`src/rtl/mul_grs_pipe.sv`:
```
// Two-stage normalise / guard-round-sticky extraction for the multiplier datapath.
// Stage 1 selects the normalisation window and forms chunked partial ORs; stage 2 folds them into Sticky.
module mul_grs_pipe #(
    parameter int MANT_W  = 24,
    parameter int CHUNK_W = 4,
    parameter int TAG_W   = 4
) (
    input  logic                  clk,
    input  logic                  rst,
    input  logic                  InValid,
    output logic                  InReady,
    input  logic [2*MANT_W-1:0]   Product,
    input  logic                  InSticky,
    input  logic [TAG_W-1:0]      InTag,
    input  logic                  Flush,
    output logic                  OutValid,
    input  logic                  OutReady,
    output logic [MANT_W-1:0]     Mant,
    output logic                  Guard,
    output logic                  Round,
    output logic                  Sticky,
    output logic                  NormShift,
    output logic [TAG_W-1:0]      OutTag
);

    localparam int PROD_W = 2 * MANT_W;
    localparam int DISC_W = MANT_W - 2;
    localparam int NCHUNK = (DISC_W + CHUNK_W - 1) / CHUNK_W;
    localparam int PAD_W  = NCHUNK * CHUNK_W;

    logic                 w_top;
    logic [MANT_W-1:0]    w_mant;
    logic                 w_guard;
    logic                 w_round;
    logic [DISC_W-1:0]    w_disc;
    logic [PAD_W-1:0]     w_disc_ext;
    logic [NCHUNK-1:0]    w_part;
    logic                 w_s1_load;
    logic                 w_s2_load;

    logic                 r_s1_vld;
    logic [MANT_W-1:0]    r_s1_mant;
    logic                 r_s1_guard;
    logic                 r_s1_round;
    logic                 r_s1_norm;
    logic                 r_s1_insticky;
    logic [NCHUNK-1:0]    r_s1_part;
    logic [TAG_W-1:0]     r_s1_tag;

    logic                 r_s2_vld;
    logic [MANT_W-1:0]    r_s2_mant;
    logic                 r_s2_guard;
    logic                 r_s2_round;
    logic                 r_s2_sticky;
    logic                 r_s2_norm;
    logic [TAG_W-1:0]     r_s2_tag;

    assign w_top = Product[PROD_W-1];

    // With the MSB clear the window slides down one bit, so the bottom
    // discarded position is padded with a zero to keep DISC_W bits.
    always_comb begin
        if (w_top) begin
            w_mant  = Product[PROD_W-1:MANT_W];
            w_guard = Product[MANT_W-1];
            w_round = Product[MANT_W-2];
            w_disc  = Product[MANT_W-3:0];
        end else begin
            w_mant  = Product[PROD_W-2:MANT_W-1];
            w_guard = Product[MANT_W-2];
            w_round = Product[MANT_W-3];
            w_disc  = {Product[MANT_W-4:0], 1'b0};
        end
    end

    always_comb begin
        w_disc_ext = '0;
        w_disc_ext[DISC_W-1:0] = w_disc;
        w_part = '0;
        for (int c = 0; c < NCHUNK; c++) begin
            w_part[c] = |w_disc_ext[c*CHUNK_W +: CHUNK_W];
        end
    end

    assign w_s2_load = !r_s2_vld || OutReady;
    assign w_s1_load = !r_s1_vld || w_s2_load;
    assign InReady   = w_s1_load;

    // Stage 1: normalised fields and partial ORs
    always_ff @(posedge clk or posedge rst) begin
        if (rst) begin
            r_s1_vld      <= 1'b0;
            r_s1_mant     <= '0;
            r_s1_guard    <= 1'b0;
            r_s1_round    <= 1'b0;
            r_s1_norm     <= 1'b0;
            r_s1_insticky <= 1'b0;
            r_s1_part     <= '0;
            r_s1_tag      <= '0;
        end else begin
            if (Flush) begin
                r_s1_vld <= 1'b0;
            end else if (w_s1_load) begin
                r_s1_vld <= InValid;
            end
            if (w_s1_load && InValid && !Flush) begin
                r_s1_mant     <= w_mant;
                r_s1_guard    <= w_guard;
                r_s1_round    <= w_round;
                r_s1_norm     <= w_top;
                r_s1_insticky <= InSticky;
                r_s1_part     <= w_part;
                r_s1_tag      <= InTag;
            end
        end
    end

    // Stage 2: sticky reduction, drives the outputs
    always_ff @(posedge clk or posedge rst) begin
        if (rst) begin
            r_s2_vld    <= 1'b0;
            r_s2_mant   <= '0;
            r_s2_guard  <= 1'b0;
            r_s2_round  <= 1'b0;
            r_s2_sticky <= 1'b0;
            r_s2_norm   <= 1'b0;
            r_s2_tag    <= '0;
        end else begin
            if (Flush) begin
                r_s2_vld <= 1'b0;
            end else if (w_s2_load) begin
                r_s2_vld <= r_s1_vld;
            end
            if (w_s2_load && r_s1_vld && !Flush) begin
                r_s2_mant   <= r_s1_mant;
                r_s2_guard  <= r_s1_guard;
                r_s2_round  <= r_s1_round;
                r_s2_sticky <= (|r_s1_part) | r_s1_insticky;
                r_s2_norm   <= r_s1_norm;
                r_s2_tag    <= r_s1_tag;
            end
        end
    end

    assign OutValid  = r_s2_vld;
    assign Mant      = r_s2_mant;
    assign Guard     = r_s2_guard;
    assign Round     = r_s2_round;
    assign Sticky    = r_s2_sticky;
    assign NormShift = r_s2_norm;
    assign OutTag    = r_s2_tag;

endmodule

```
`config.mk`:
```
export PLATFORM = sky130hd
export DESIGN_NAME = mul_grs_pipe
export DESIGN_NICKNAME = d
export VERILOG_FILES = /design/src/rtl/mul_grs_pipe.sv
export SDC_FILE = /design/constraint.sdc
export NUM_CORES = 1
export LEC_CHECK = 0
export BUFFER_PORTS_ARGS = -buffer_cell sky130_fd_sc_hd__buf_2
export CAP_MARGIN = 0
export CORE_MARGIN = 5
export CORE_UTILIZATION = 45
export DETAILED_ROUTE_END_ITERATION = 8
export PLACE_DENSITY = 0.77
export SLEW_MARGIN = 30
export SYNTH_ARGS = -nofsm -noshare
export SYNTH_HDL_FRONTEND = slang
export SYNTH_SLANG_ARGS = --single-unit
```
`constraint.sdc`:
```
create_clock -name clk -period 3 [get_ports clk]
set_input_delay 0.75 -clock clk [delete_from_list [all_inputs] [get_ports clk]]
set_output_delay 0.75 -clock clk [all_outputs]
set_load 0.02 [all_outputs]
```
==> results.toml <==
[run_status]
status = "completed"

[critical_path]
worstPathRequired_ps = 2250
slowest_stage = "nand3b_4"
crit_top_cell = "buf_2"
r2r_start = "r_s1_vld"
reg2reg_depth = 3
critPathKind = "input port to output pin"
cp-start-kind = "input port"
r2r_end = "r_s1_part[1]"
reg2reg_slack_ps = 1290
crit_start = "OutReady"
path_cells = "buf_2 > nand3b_4 > buf_2"
cp-end-kind = "output pin"
cp-endpoint = "InReady"
cp_max_fo = 3
cp_data_arrival_time_ps = 1220
max_stage_delay_ps = 170

[clock_network]
clkSinkCount = 72
cts-resized-gates = 0
clock-root-buffer = "clkbuf_8"
cts_buffers = 9
clock_insertion_delay_worst_skew_ps = 340
clk_pin_slew_ps = 80
hold_buffers = 0
cts_tree = "yes"
cts_setup_buffers = 0
htree_levels = 3
clk_path_buf_depth = 2

[floorplan]
fp.dieH_um = 94.9
die_area_mm2 = 0.00901
die_x_um = 94.9
core.rowCount = 31
ios = 92
start_util_pct = 45.5
core-area_mm2 = 0.00714

[route]
drt_iter0_markers = 32
ant_nets = 0
num_vias = 1983
drc_errors = 0
drt-pass1-iter-count = 4
routed_wl_mm = 6.33
drt-vias-per-instance = 4.88
wire_per_inst_um = 15.6

[power_and_ir_drop]
pwr-share-clk_pct = 28.1
intPower_mw = 1.93
comb_power_share_pct = 25.2
swShare_pct = 29.7
power.density_mw_per_mm2 = 693
p_switching_mw = 0.819
seqPwrFrac_pct = 46.8
p_leak_nw = 1.89
vdd_drop_max_mv = 0.349

[global_routing]
grt_max_degree = 47
grt.met1_usage_pct = 18.0
grt-busiest-layer = "met2"
antenna_found_initial = 0
grt_overflow = 0
grtUsageTotal_pct = 15.0
grtUsageMet3_pct = 4.70
grt_pass1_vias = 2166
grt_pass1_wl_mm = 10.3
grtUsageMet2_pct = 25.0

[timing]
tns_ps = 0
hold_violations = 0
maxSlewViolCount = 0
period_share_pct = 65.5
timing.fmax_ghz = 0.509
post-route-min-period_ps = 1970
rsz0062_at_grt = "no"
worst_pin_slew_ps = 791
postLayoutSetupSlackWorst_ps = 1030
skew_ps = 9.33
hold_ws_ps = 469
setup_viol = 0
slew_headroom_pct = 47.2

[logic_synthesis]
ys_top_cells_by_area = "dfrtp_1 (55%), mux2_2 (25%), mux2_4 (8.3%)"
async_flop_share_pct = 100
ys_warn_count = 0
netlist_instances = 208
syn-num-nets = 266
ys_seq_area_share_pct = 55.5
synth_largest_area_cell = "dfrtp_1"
synth.distinct_cells = 19
syn_area_mm2 = 0.00325
synth_edf_count = 0
synth_common_cells = "mux2_2 (73), dfrtp_1 (72), mux2_4 (18)"
post_synth.cell_area_avg_um2 = 15.6
synth.most_common_cell = "mux2_2"
yosysTopAreaCellShare_pct = 55.5
synth-main-ff-cell = "dfrtp_1"
synth.ff_latch_count = 72

[placement]
numPortBuffers = 91
post-place-ws_ps = 794
dp_cells = 390
dpl_cell_area_mm2 = 0.00377
gp_congestion = 0.698
dp_hpwl_mm = 4.63

[cells_and_area]
layout-drive-gt1-share_pct = 67.1
area_growth_pct = 22.4
finalNetCount = 360
register_area_mm2 = 0.00180
diodes = 0
multi_input_comb_area_mm2 = 0.00134
design_area_mm2 = 0.00397
nFillCells = 639
instances_no_fill = 406

[job]
max_cap_viol_count = 0

[worst_hold_path]
hold_class = "input port to asynchronous set/reset pin"
-- final cells by class --
class                   count  share of cell area (%)
flip-flops and latches     72                    45.3
multi-input cells         121                    33.7
repair buffers             94                    12.3
clock buffers              10                    3.46
well taps                  99                    3.12
clock inverters             6                    1.70
inverters                   4                   0.378
-- worst min path at each step --
stage,start,endpoint,slack (ps),cells past startpoint
6_report,rst,Mant[7],470,2
3_3_place_gp,Round,Round,470,1
2_1_floorplan,r_s1_round,Round,460,1
3_5_place_dp,Round,Round,470,1
4_1_cts,rst,Mant[7],480,2
5_1_grt,Round,Round,500,1
-- cells by family (layout without fill, tap and decap cells) --
kind of cell,after synthesis,after routing,synth area share [%]
muxes,99,99,36.2
DFF,72,72,55.5
and+or+nand+nor,19,19,4.32
buffers and inverters,15,114,3.31
AOI/OAI and AO/OA,3,3,0.694
-- critical path: cells and delay by family --
kind / cells / cell delay [ps]
AND/OR/NAND/NOR: 1 / 170
buffers and inverters: 2 / 290
-- per-layer routing --
layer,vias to the layer above,wire length [µm]
li1,937,-
met1,970,2750
met2,65,2980
met3,11,489
met4,0,106
met5,-,0
-- sequential cells by signal (all words and copies together) (netlist names), 4 cells and up --
signal and flops:
OutTag 4, r_s1_part 6, Mant 24, r_s1_tag 4, r_s1_mant 24
-- per-stage QoR --
stage	utilization (%)	power [mW]
finish	55.7	2.75
floorplan	-	1.77
global placement	52.8	1.99
CTS	55.7	2.80
detailed placement	52.8	2.01
global route	55.7	2.90
-- cell usage in the layout, fill, tap and decap left out --
cell and count:
inv_1 3, a211o_1 1, mux2_1 2, nor2b_4 1
buf_4 2, nor3_1 5, clkinvlp_4 2, nor2b_1 1
a21oi_1 1, nor2_1 3, bufinv_16 1, mux2_2 73
dfrtp_1 72, clkinv_2 1, mux2_4 18, nor4_1 1
clkbuf_8 10, inv_2 1, nor3b_4 1, a2111oi_0 1
clkinv_4 1, inv_6 1, nand3b_4 2, buf_12 1
nand2_1 5, buf_2 91, mux2i_1 6
-- power groups by stage --
stage                     combinational, mW  sequential [mW]  clock (mW)
after floorplan                       0.304             1.46           0
after global routing                  0.747             1.32       0.836
after global placement                0.689             1.30           0
after detailed placement              0.704             1.31           0
after CTS                             0.707             1.29       0.800
final                                 0.693             1.29       0.773
Power figures use the tool's default switching activity.
